==> src/rtl/dcp_run_ctrl_if.sv <==
// Command/status bundle between the DCP command modules (master) and the
// CPU run controller (slave).
interface dcp_run_ctrl_if #(
    parameter int CNT_W = 32
);
    logic             cmd_step;
    logic             cmd_run;
    logic             cmd_halt;
    logic [CNT_W-1:0] run_limit;
    logic             bp_we;
    logic [1:0]       bp_idx;
    logic [31:0]      bp_addr;
    logic             bp_en;
    logic [31:0]      pc_chk;

    logic             clk_cpu;
    logic             busy;
    logic             done;
    logic [1:0]       stop_reason;
    logic [1:0]       hit_idx;
    logic [CNT_W-1:0] cycle_cnt;

    // Commands are single-cycle pulses; there is no back-pressure. A command
    // is consumed only while the controller is idle (busy=0, done=0), and
    // done pulses for exactly one cycle, with busy already low, when it ends.
    modport master (
        output cmd_step, cmd_run, cmd_halt, run_limit,
        output bp_we, bp_idx, bp_addr, bp_en, pc_chk,
        input  clk_cpu, busy, done, stop_reason, hit_idx, cycle_cnt
    );

    modport slave (
        input  cmd_step, cmd_run, cmd_halt, run_limit,
        input  bp_we, bp_idx, bp_addr, bp_en, pc_chk,
        output clk_cpu, busy, done, stop_reason, hit_idx, cycle_cnt
    );
endinterface

==> src/rtl/dcp_run_ctrl.sv <==
// CPU clock generator for the serial debug unit: single-step and
// run-until-stop share one pulse engine; breakpoints are checked after each pulse.
module dcp_run_ctrl #(
    parameter int NUM_BP   = 2,
    parameter int PULSE_HI = 2,
    parameter int PULSE_LO = 2,
    parameter int CNT_W    = 32
) (
    input  logic           clk,
    input  logic           rstn,
    dcp_run_ctrl_if.slave  ctl,
    output logic [2:0]     dbg_state
);
    localparam int PH_MAX = (PULSE_HI > PULSE_LO) ? PULSE_HI : PULSE_LO;
    localparam int PH_W   = $clog2(PH_MAX + 1);

    typedef enum logic [2:0] {
        S_IDLE  = 3'd0,
        S_HIGH  = 3'd1,
        S_LOW   = 3'd2,
        S_CHECK = 3'd3,
        S_DONE  = 3'd4
    } state_e;

    state_e           state_q, state_d;
    logic [PH_W-1:0]  ph_q, ph_d;
    logic             step_q, step_d;
    logic             halt_q, halt_d;
    logic [CNT_W-1:0] cnt_q, cnt_d;
    logic [1:0]       reason_q, reason_d;
    logic [1:0]       hit_q, hit_d;
    logic             clk_cpu_q, clk_cpu_d;
    logic [31:0]      bp_addr_q [NUM_BP];
    logic [31:0]      bp_addr_d [NUM_BP];
    logic             bp_en_q   [NUM_BP];
    logic             bp_en_d   [NUM_BP];
    logic             bp_hit;
    logic [1:0]       bp_hit_idx;
    logic             busy_o, done_o;

    always_ff @(posedge clk or negedge rstn) begin
        if (!rstn) begin
            state_q   <= S_IDLE;
            ph_q      <= '0;
            step_q    <= 1'b0;
            halt_q    <= 1'b0;
            cnt_q     <= '0;
            reason_q  <= 2'd0;
            hit_q     <= 2'd0;
            clk_cpu_q <= 1'b0;
            for (int i = 0; i < NUM_BP; i++) begin
                bp_addr_q[i] <= '0;
                bp_en_q[i]   <= 1'b0;
            end
        end else begin
            state_q   <= state_d;
            ph_q      <= ph_d;
            step_q    <= step_d;
            halt_q    <= halt_d;
            cnt_q     <= cnt_d;
            reason_q  <= reason_d;
            hit_q     <= hit_d;
            clk_cpu_q <= clk_cpu_d;
            for (int i = 0; i < NUM_BP; i++) begin
                bp_addr_q[i] <= bp_addr_d[i];
                bp_en_q[i]   <= bp_en_d[i];
            end
        end
    end

    // Indices at or above NUM_BP never match, so such writes fall away.
    always_comb begin
        for (int i = 0; i < NUM_BP; i++) begin
            bp_addr_d[i] = bp_addr_q[i];
            bp_en_d[i]   = bp_en_q[i];
            if (ctl.bp_we && ctl.bp_idx == 2'(i)) begin
                bp_addr_d[i] = ctl.bp_addr;
                bp_en_d[i]   = ctl.bp_en;
            end
        end
    end

    // Scan downwards so the lowest matching index is the one left standing.
    always_comb begin
        bp_hit     = 1'b0;
        bp_hit_idx = 2'd0;
        for (int i = NUM_BP - 1; i >= 0; i--) begin
            if (bp_en_q[i] && bp_addr_q[i] == ctl.pc_chk) begin
                bp_hit     = 1'b1;
                bp_hit_idx = 2'(i);
            end
        end
    end

    always_comb begin
        state_d  = state_q;
        ph_d     = ph_q;
        step_d   = step_q;
        halt_d   = halt_q;
        cnt_d    = cnt_q;
        reason_d = reason_q;
        hit_d    = hit_q;
        if (busy_o && ctl.cmd_halt) halt_d = 1'b1;
        case (state_q)
            S_IDLE: begin
                if (ctl.cmd_step || ctl.cmd_run) begin
                    state_d = S_HIGH;
                    ph_d    = '0;
                    step_d  = ctl.cmd_step;
                    halt_d  = 1'b0;
                    cnt_d   = '0;
                end
            end
            S_HIGH: begin
                if (ph_q == PH_W'(PULSE_HI - 1)) begin
                    state_d = S_LOW;
                    ph_d    = '0;
                    if (cnt_q != '1) cnt_d = cnt_q + CNT_W'(1);
                end else begin
                    ph_d = ph_q + PH_W'(1);
                end
            end
            S_LOW: begin
                if (ph_q == PH_W'(PULSE_LO - 1)) begin
                    state_d = S_CHECK;
                    ph_d    = '0;
                end else begin
                    ph_d = ph_q + PH_W'(1);
                end
            end
            S_CHECK: begin
                state_d = S_DONE;
                if (step_q) begin
                    reason_d = 2'd0;
                end else if (halt_q) begin
                    reason_d = 2'd2;
                end else if (bp_hit) begin
                    reason_d = 2'd1;
                    hit_d    = bp_hit_idx;
                end else if (ctl.run_limit != '0 && cnt_q == ctl.run_limit) begin
                    reason_d = 2'd3;
                end else begin
                    state_d = S_HIGH;
                end
            end
            S_DONE:  state_d = S_IDLE;
            default: state_d = S_IDLE;
        endcase
    end

    always_comb begin
        busy_o    = 1'b0;
        done_o    = 1'b0;
        clk_cpu_d = (state_d == S_HIGH);
        case (state_q)
            S_HIGH, S_LOW, S_CHECK: busy_o = 1'b1;
            S_DONE:                 done_o = 1'b1;
            default:                busy_o = 1'b0;
        endcase
    end

    assign ctl.clk_cpu     = clk_cpu_q;
    assign ctl.busy        = busy_o;
    assign ctl.done        = done_o;
    assign ctl.stop_reason = reason_q;
    assign ctl.hit_idx     = hit_q;
    assign ctl.cycle_cnt   = cnt_q;
    assign dbg_state       = state_q;
endmodule

==> src/flat_wrapper.sv <==
// flat-port wrapper written by rule: the top's interface ports become plain ports
module dcp_run_ctrl_flat 
#(
    parameter int NUM_BP   = 2,
    parameter int PULSE_HI = 2,
    parameter int PULSE_LO = 2,
    parameter int CNT_W    = 32
)
  (clk, rstn, dbg_state, ctl_cmd_step, ctl_cmd_run, ctl_cmd_halt, ctl_run_limit, ctl_bp_we, ctl_bp_idx, ctl_bp_addr, ctl_bp_en, ctl_pc_chk, ctl_clk_cpu, ctl_busy, ctl_done, ctl_stop_reason, ctl_hit_idx, ctl_cycle_cnt);
  dcp_run_ctrl_if #(.CNT_W(CNT_W)) ctl_i ();
  input  logic clk;
  input  logic rstn;
  output logic [2:0] dbg_state;
  input wire logic [$bits(ctl_i.cmd_step)-1:0] ctl_cmd_step;
  input wire logic [$bits(ctl_i.cmd_run)-1:0] ctl_cmd_run;
  input wire logic [$bits(ctl_i.cmd_halt)-1:0] ctl_cmd_halt;
  input wire logic [$bits(ctl_i.run_limit)-1:0] ctl_run_limit;
  input wire logic [$bits(ctl_i.bp_we)-1:0] ctl_bp_we;
  input wire logic [$bits(ctl_i.bp_idx)-1:0] ctl_bp_idx;
  input wire logic [$bits(ctl_i.bp_addr)-1:0] ctl_bp_addr;
  input wire logic [$bits(ctl_i.bp_en)-1:0] ctl_bp_en;
  input wire logic [$bits(ctl_i.pc_chk)-1:0] ctl_pc_chk;
  output wire logic [$bits(ctl_i.clk_cpu)-1:0] ctl_clk_cpu;
  output wire logic [$bits(ctl_i.busy)-1:0] ctl_busy;
  output wire logic [$bits(ctl_i.done)-1:0] ctl_done;
  output wire logic [$bits(ctl_i.stop_reason)-1:0] ctl_stop_reason;
  output wire logic [$bits(ctl_i.hit_idx)-1:0] ctl_hit_idx;
  output wire logic [$bits(ctl_i.cycle_cnt)-1:0] ctl_cycle_cnt;
  assign ctl_i.cmd_step = ctl_cmd_step;
  assign ctl_i.cmd_run = ctl_cmd_run;
  assign ctl_i.cmd_halt = ctl_cmd_halt;
  assign ctl_i.run_limit = ctl_run_limit;
  assign ctl_i.bp_we = ctl_bp_we;
  assign ctl_i.bp_idx = ctl_bp_idx;
  assign ctl_i.bp_addr = ctl_bp_addr;
  assign ctl_i.bp_en = ctl_bp_en;
  assign ctl_i.pc_chk = ctl_pc_chk;
  assign ctl_clk_cpu = ctl_i.clk_cpu;
  assign ctl_busy = ctl_i.busy;
  assign ctl_done = ctl_i.done;
  assign ctl_stop_reason = ctl_i.stop_reason;
  assign ctl_hit_idx = ctl_i.hit_idx;
  assign ctl_cycle_cnt = ctl_i.cycle_cnt;
  dcp_run_ctrl #(.NUM_BP(NUM_BP), .PULSE_HI(PULSE_HI), .PULSE_LO(PULSE_LO), .CNT_W(CNT_W)) u_core (.clk(clk), .rstn(rstn), .ctl(ctl_i), .dbg_state(dbg_state));
endmodule
==> config.mk <==
export PLATFORM = sky130hd
export DESIGN_NAME = dcp_run_ctrl_flat
export DESIGN_NICKNAME = d
export VERILOG_FILES = /design/src/rtl/dcp_run_ctrl_if.sv /design/src/rtl/dcp_run_ctrl.sv /design/src/flat_wrapper.sv
export SDC_FILE = /design/constraint.sdc
export NUM_CORES = 1
export LEC_CHECK = 0
export ABC_AREA = 0
export BUFFER_PORTS_ARGS = -buffer_cell sky130_fd_sc_hd__buf_2
export CORE_ASPECT_RATIO = 1.5
export CORE_UTILIZATION = 50
export DETAILED_ROUTE_END_ITERATION = 12
export GPL_ROUTABILITY_DRIVEN = 0
export PLACE_DENSITY = 0.76
export SLEW_MARGIN = 15
export SYNTH_ARGS = -nofsm -noshare
export SYNTH_HDL_FRONTEND = slang
export SYNTH_SLANG_ARGS = --single-unit
==> constraint.sdc <==
create_clock -name clk -period 3.14 [get_ports clk]
set_clock_uncertainty 0.2 [all_clocks]
set_input_delay 0.628 -clock clk [delete_from_list [all_inputs] [get_ports clk]]
set_output_delay 0.628 -clock clk [all_outputs]
set_load 0.01 [all_outputs]
==> impl_results.md, run 1 <==
- Critical path required time: 3150 ps
- Die area: 12,100 µm²
- WL/cell: 17.1 µm
- Initial Util: 0.522
- DRC Markers: 0
- Synth Flop Type: dfrtp_1
- Initial detailed-routing violation count: 133
- GRT Residual Overflow: 0
- First-pass detailed-route iteration total: 4
- Post-route cell area: 7080 µm²
- Cell total after placement: 817
- Hold-fix buffers, CTS: 0
- Tot GR Track Use: 0.247
- Core box area: 11,200 µm²
- CTS resizes: 0
- CTS clock-pin slew for the worst setup and hold paths: 70 ps
- Period utilization: 0.833
- Pleak: 3.08 nW
- Maxcap violations: 0
- RSZ-0062 raised after global routing: false
- Status: complete, no violations
- Htree depth: 3
- Logic pwr share: 0.253
- Layout cells sized above 1: 0.354
- Critical Path Fanout Max: 14
- Post-route minimum period: 2620 ps
- Startpoint Class: flip-flop
- Mean Syn Cell Area: 11.0 µm²
- PD cells: 569 nW/µm²
- Diode count: 0
- Yosys reg bits: 109
- Netlist cell types: 47
- Post-Syn Nets: 637
- Max Slew Vio Count: 0
- Slowest CP cell: or4_1
- Worst Reg-to-Reg Cells: 6
- Capturing point of the worst reg2reg path: u_core.ctl.cycle_cnt[23]
- HP Class: input port to asynchronous set/reset pin
- Total number of vias: 4,684
- Die W: 90.2 µm
- Synthesized instance count: 531
- Fin. Hold Viols: 0
- Antenna-violating nets left: 0
- Synthesized cell area: 5830 µm²
- Place WS: 327 ps
- Layout Cells excl Fill: 833
- Max Buffers Root-to-Sink: 2
- Commonest cells in the netlist: 109 x dfrtp_1, 68 x xnor2_1, 65 x mux2_2, 51 x xor2_1, 42 x nor2_1
- I/O pin count: 147
- First-pass GRT wire length: 23.5 mm
- RR Startpoint: u_core.dbg_state[0]
- Post-CTS setup buffer count: 0
- CTS buffer count: 9
- Clock Latency Late Sink: 340 ps
- Switching Power: 1.27 mW
- Clock Power Share: 0.291
- Placed instance area: 6770 µm²
- Fill count: 937
- Dominant cell type by area after synthesis: dfrtp_1
- Net Sw Frac: 0.315
- Clk sinks: 109
- Fin worst setup slack: 525 ps
- Internal power: 2.76 mW
- VDD IR max: 0.364 mV
- Element type at the critical path end: flip-flop
- Highest clock rate: 382 MHz
- Crit-path cells: or3_1 -> o2bb2ai_1 -> nand2b_1 -> or4_1 -> xor2_1 -> nor2_1
- Post-synth ARST share: 1.00
- Final Net Count: 787
- Die Height: 134 µm
- WP buf/inv: 0
- Top-count cell post-synth: dfrtp_1
- Synth top area share: 0.468
- Final Setup Violations: 0
- Worst relative slew slack: 0.496
- Vias per Instance: 5.62
- PortBufs: 145
- Ys Warns: 0
- Crit Path Category: flip-flop to flip-flop
- Clk root buf: clkbuf_16
- Sequential power share: 0.455
- Worst Path Arrival: 2630 ps
- CTS tree: done
- Critical path depth: 6
- Area grow syn2layout: 21.5%
- CP peak stage delay: 530 ps
- Vias in the first global route: 4,996
- Dominant cells by area after synthesis: dfrtp_1 47%, mux2_2 13%, xnor2_1 10%, xor2_1 7.7%, nand4_1 3.2%
- Largest net degree at the start of global routing: 47
- Setup tns final: 0 ps
- Post-synthesis sequential area ratio: 0.468
- Dpl hpwl: 11.0 mm
- Initial antenna violation count: 0
- Total wire length: 14.2 mm
- Worst slew pin tran: 755 ps
- Register-to-register setup slack: 520 ps
- Rows: 47
- Critical path's top delay family: simple AND/OR/NAND/NOR gates
- Number of enable flip-flop cells after synthesis: 0
- Tot Pwr: 4.03 mW
## power groups by stage
stage | Clock (mW) | Combinational, mW | Sequential [mW]
finish | 1.18 | 1.02 | 1.84
global route | 1.26 | 1.13 | 1.87
CTS | 1.20 | 1.03 | 1.84
detailed placement | 0 | 1.03 | 1.87
global placement | 0 | 0.999 | 1.85
floorplan | 0 | 0.694 | 1.81
## cell type report
type,instances,area [µm²],share of cell area
well taps,147,184,0.0260
flip-flops and latches,109,2730,0.385
clock buffers,10,229,0.0323
repair buffers,155,816,0.115
clock inverters,6,81.3,0.0115
inverters,5,18.8,0.00265
multi-input cells,401,3030,0.427
## per-layer routing
layer  GRT usage  wire length [µm]
met4       0.119               493
met2       0.458              7660
met5           0                 0
met3      0.0533               733
met1       0.264              5350
## layout by cell type, fill, tap and decap left out, types with 3 or more instances in the layout
master and n:
xnor2_1 68, dfrtp_1 109, nor4_1 21, nand3_1 21, or3_1 9, inv_1 5, buf_2 144, nand2b_1 3
o21ai_0 10, nand2_1 14, a21oi_1 8, nand4_1 30, and2_1 5, mux2_2 65, nor3_1 10, a31oi_1 5
and3_1 4, clkbuf_16 9, nor2_1 41, xor2_1 51, inv_6 3, buf_4 10
## worst max path at each step
stage / from / endpoint / slack (ps)
after floorplan: ctl_pc_chk[6] / u_core.ctl.stop_reason[1] / 830
after global placement: ctl_pc_chk[27] / u_core.ctl.stop_reason[1] / 460
after detailed placement: ctl_pc_chk[19] / u_core.ctl.stop_reason[1] / 330
after CTS: u_core.dbg_state[0] / u_core.ctl.cycle_cnt[23] / 530
after global routing: u_core.dbg_state[0] / u_core.ctl.cycle_cnt[26] / 370
final: u_core.dbg_state[0] / u_core.ctl.cycle_cnt[23] / 520
## registers in the layout (all words and copies together) (netlist names)
signal	cells
u_core.bp_addr_q	64
u_core.ctl.clk_cpu	1
u_core.ctl.cycle_cnt	32
u_core.ph_q	2
u_core.ctl.stop_reason	2
u_core.step_q	1
u_core.halt_q	1
u_core.ctl.hit_idx	1
u_core.dbg_state	3
u_core.bp_en_q	2
## kinds of logic after synthesis
| group | Yosys count | synth area share |
|---|---|---|
| AOI/OAI and AO/OA | 36 | 0.0395 |
| xor gates and xnor gates | 119 | 0.179 |
| adders and majority gates | 1 | 0.00215 |
| buffers and inverters | 21 | 0.0146 |
| DFF | 109 | 0.468 |
| muxes | 67 | 0.129 |
| other | 1 | 0.000643 |
| and+or+nand+nor | 177 | 0.168 |
## through the flow
step / utilization / hold slack [ps]
2_1_floorplan: - / 132
3_3_place_gp: 0.606 / 268
3_5_place_dp: 0.606 / 286
4_1_cts: 0.634 / 118
5_1_grt: 0.634 / 130
6_report: 0.634 / 93.2
Note: power is estimated with default switching activity, not from simulation.
==> inputs of run 2 (changes only) <==
- clock period: 3.14 -> 2.5 ns (I/O delays scaled with it)
==> run 2 against run 1 <==
  * Routed wire length grew 4.9%
  * Total power grew 28%
  * First-iteration DRC count grew 29%
  * Core utilization grew 2.2 points
  * Sequential share of layout area shrank 1.3 points
  * Die area is the same
  * Design area grew 3.4%
  * Largest power group unchanged
==> impl_results.md, run 2 (synthesized netlist as in run 1, its figures left out) <==
- Status: complete, no violations
- Max Slew Vio Count: 0 (unchanged)
- Setup tns final: 0 ps (unchanged)
- Largest net degree at the start of global routing: 110 (+130%)
- Internal power: 3.46 mW (+25%)
- Initial detailed-routing violation count: 171 (+29%)
- CTS clock-pin slew for the worst setup and hold paths: 80 ps (about the same)
- CTS buffer count: 9 (unchanged)
- Clk root buf: clkbuf_16
- Total number of vias: 4,863 (+3.8%)
- M2 GR Usage: 0.495 (+0.0369)
- Crit Path Category: flip-flop to flip-flop
- Clk sinks: 109 (unchanged)
- Sequential power share: 0.438 (-0.017)
- Maxcap violations: 0 (unchanged)
- Tot GR Track Use: 0.255 (+0.00784)
- Initial Util: 0.522 (unchanged)
- WL/cell: 17.3 µm (+1.2%)
- Startpoint Class: flip-flop
- Cell total after placement: 846 (+3.5%)
- Worst relative slew slack: 0.614 (+0.119)
- CTS tree: done
- PD cells: 702 nW/µm² (+23%)
- Period utilization: 0.948 (+0.115)
- Die W: 90.2 µm (unchanged)
- Diode count: 0 (unchanged)
- Most frequent cells in the layout: 144 x buf_2, 109 x dfrtp_1, 68 x xnor2_1
- Clock Power Share: 0.279 (-0.012)
- Htree depth: 3 (unchanged)
- Layout cells sized above 1: 0.385 (+0.0312)
- HP Class: input port to asynchronous set/reset pin
- Fin. Hold Viols: 0 (unchanged)
- Net Sw Frac: 0.327 (+0.0118)
- Layout Cells excl Fill: 863 (+3.6%)
- Area grow syn2layout: 25.6%
- Slowest CP cell: or4_4
- GRT Residual Overflow: 0 (unchanged)
- Vias in the first global route: 5,226 (+4.6%)
- Switching Power: 1.68 mW (+32%)
- PortBufs: 145 (unchanged)
- Rows: 47 (unchanged)
- Logic pwr share: 0.283 (+0.030)
- First-pass detailed-route iteration total: 4 (unchanged)
- WP buf/inv: 0 (unchanged)
- Pleak: 3.24 nW (+4.9%)
- Met3 Use GR: 0.0527 (-0.000567)
- Critical path required time: 2520 ps (-630 ps)
- Vias per Instance: 5.63 (+0.21%)
- Post-route minimum period: 2370 ps (-245 ps)
- First-pass GRT wire length: 24.4 mm (+3.7%)
- Critical Path Fanout Max: 9 (-5)
- Dpl hpwl: 11.4 mm (+4.5%)
- Worst slew pin tran: 578 ps (-177 ps)
- Worst Path Arrival: 2390 ps (-240 ps)
- Crit-path cells: nand4_2 -> or4_4 -> or4_1 -> xor2_1 -> nor2_1
- Clock Latency Late Sink: 350 ps (about the same)
- Total wire length: 14.9 mm (+4.9%)
- Max reg flops: 64 (unchanged)
- Antenna-violating nets left: 0 (unchanged)
- Commonest non-fill, non-tap cell in the layout: buf_2
- Highest clock rate: 422 MHz (+10%)
- Core box area: 11,200 µm² (unchanged)
- Die Height: 134 µm (unchanged)
- Element type at the critical path end: flip-flop
- CP peak stage delay: 580 ps (+50 ps)
- Initial antenna violation count: 0 (unchanged)
- Die area: 12,100 µm² (unchanged)
- Final Net Count: 817 (+3.8%)
- RSZ-0062 raised after global routing: false
- DRC Markers: 0 (unchanged)
- Critical path's top delay family: simple AND/OR/NAND/NOR gates
- Most flops, register: u_core.bp_addr_q
- VDD IR max: 0.535 mV (+47%)
- Max Buffers Root-to-Sink: 2 (unchanged)
- I/O pin count: 147 (unchanged)
- Final Setup Violations: 0 (unchanged)
- Met1 usage: 0.263 (-0.000744)
- Top Usage Layer GRT: met2
==> run 2: cell type report <==
cell class	count	area, µm²
Inverter	5	18.8
Fill cell	901	3850
Tap cell	147	184
Clock inverter	7	77.6
Sequential cell	109	2730
Clock buffer	9	225
Timing Repair Buffer	185	1050
Multi-Input combinational cell	401	3040
==> run 2: worst reg2reg max path, stage by stage (launching register included) <==
cell and delay [ps]:
dfrtp_1 520, nand4_2 200, or4_4 580, or4_1 540, xor2_1 160, nor2_1 50
==> run 2: timing repair <==
item | in CTS | in global routing
endpoints found under the hold margin | 0 | 0
buffers inserted | 0 | 1
endpoints found under the setup margin | 0 | 9
hold buffers | 0 | 0
gates resized for setup | 0 | 2
==> run 2: routing by layer <==
layer | routed length [µm] | up-vias
met1 | 5380 | 2386
met3 | 827 | 29
met5 | 0 | -
li1 | - | 2266
met4 | 413 | 0
met2 | 8310 | 182
==> run 2: power by group through the flow <==
stage | logic, mW | registers (mW) | clock network, mW
after floorplan | 0.872 | 2.27 | 0
after global placement | 1.40 | 2.26 | 0
after detailed placement | 1.45 | 2.29 | 0
after CTS | 1.46 | 2.25 | 1.46
after global routing | 1.59 | 2.29 | 1.52
final | 1.45 | 2.25 | 1.43
==> run 2: final timing paths <==
check                                        startpoint                        to  slack, ps  cells after the start
max in group asynchronous                          rstn      u_core.bp_addr_q[44]       1650                      2
worst max-delay path            u_core.ctl.cycle_cnt[3]  u_core.ctl.cycle_cnt[23]        130                      5
min in group clk                        ctl_bp_addr[14]      u_core.bp_addr_q[46]        190                      2
worst max register to register  u_core.ctl.cycle_cnt[3]  u_core.ctl.cycle_cnt[23]        130                      5
worst min register to register           u_core.ph_q[1]            u_core.ph_q[1]        300                      2
worst min-delay path                               rstn      u_core.bp_addr_q[38]         20                      2
==> run 2: per-stage QoR <==
stage          hold WS (ps)  worst slack [ps]  power (mW)   util  area [µm²]
6_report               20.2               130        5.14  0.656        7320
5_1_grt                66.8              53.3        5.40  0.656        7320
4_1_cts                54.4              79.4        5.17  0.654        7310
3_5_place_dp            291             -76.5        3.74  0.627        7000
3_3_place_gp            268             -25.0        3.66  0.627        7000
2_1_floorplan          4.41               216        3.15      -        5830
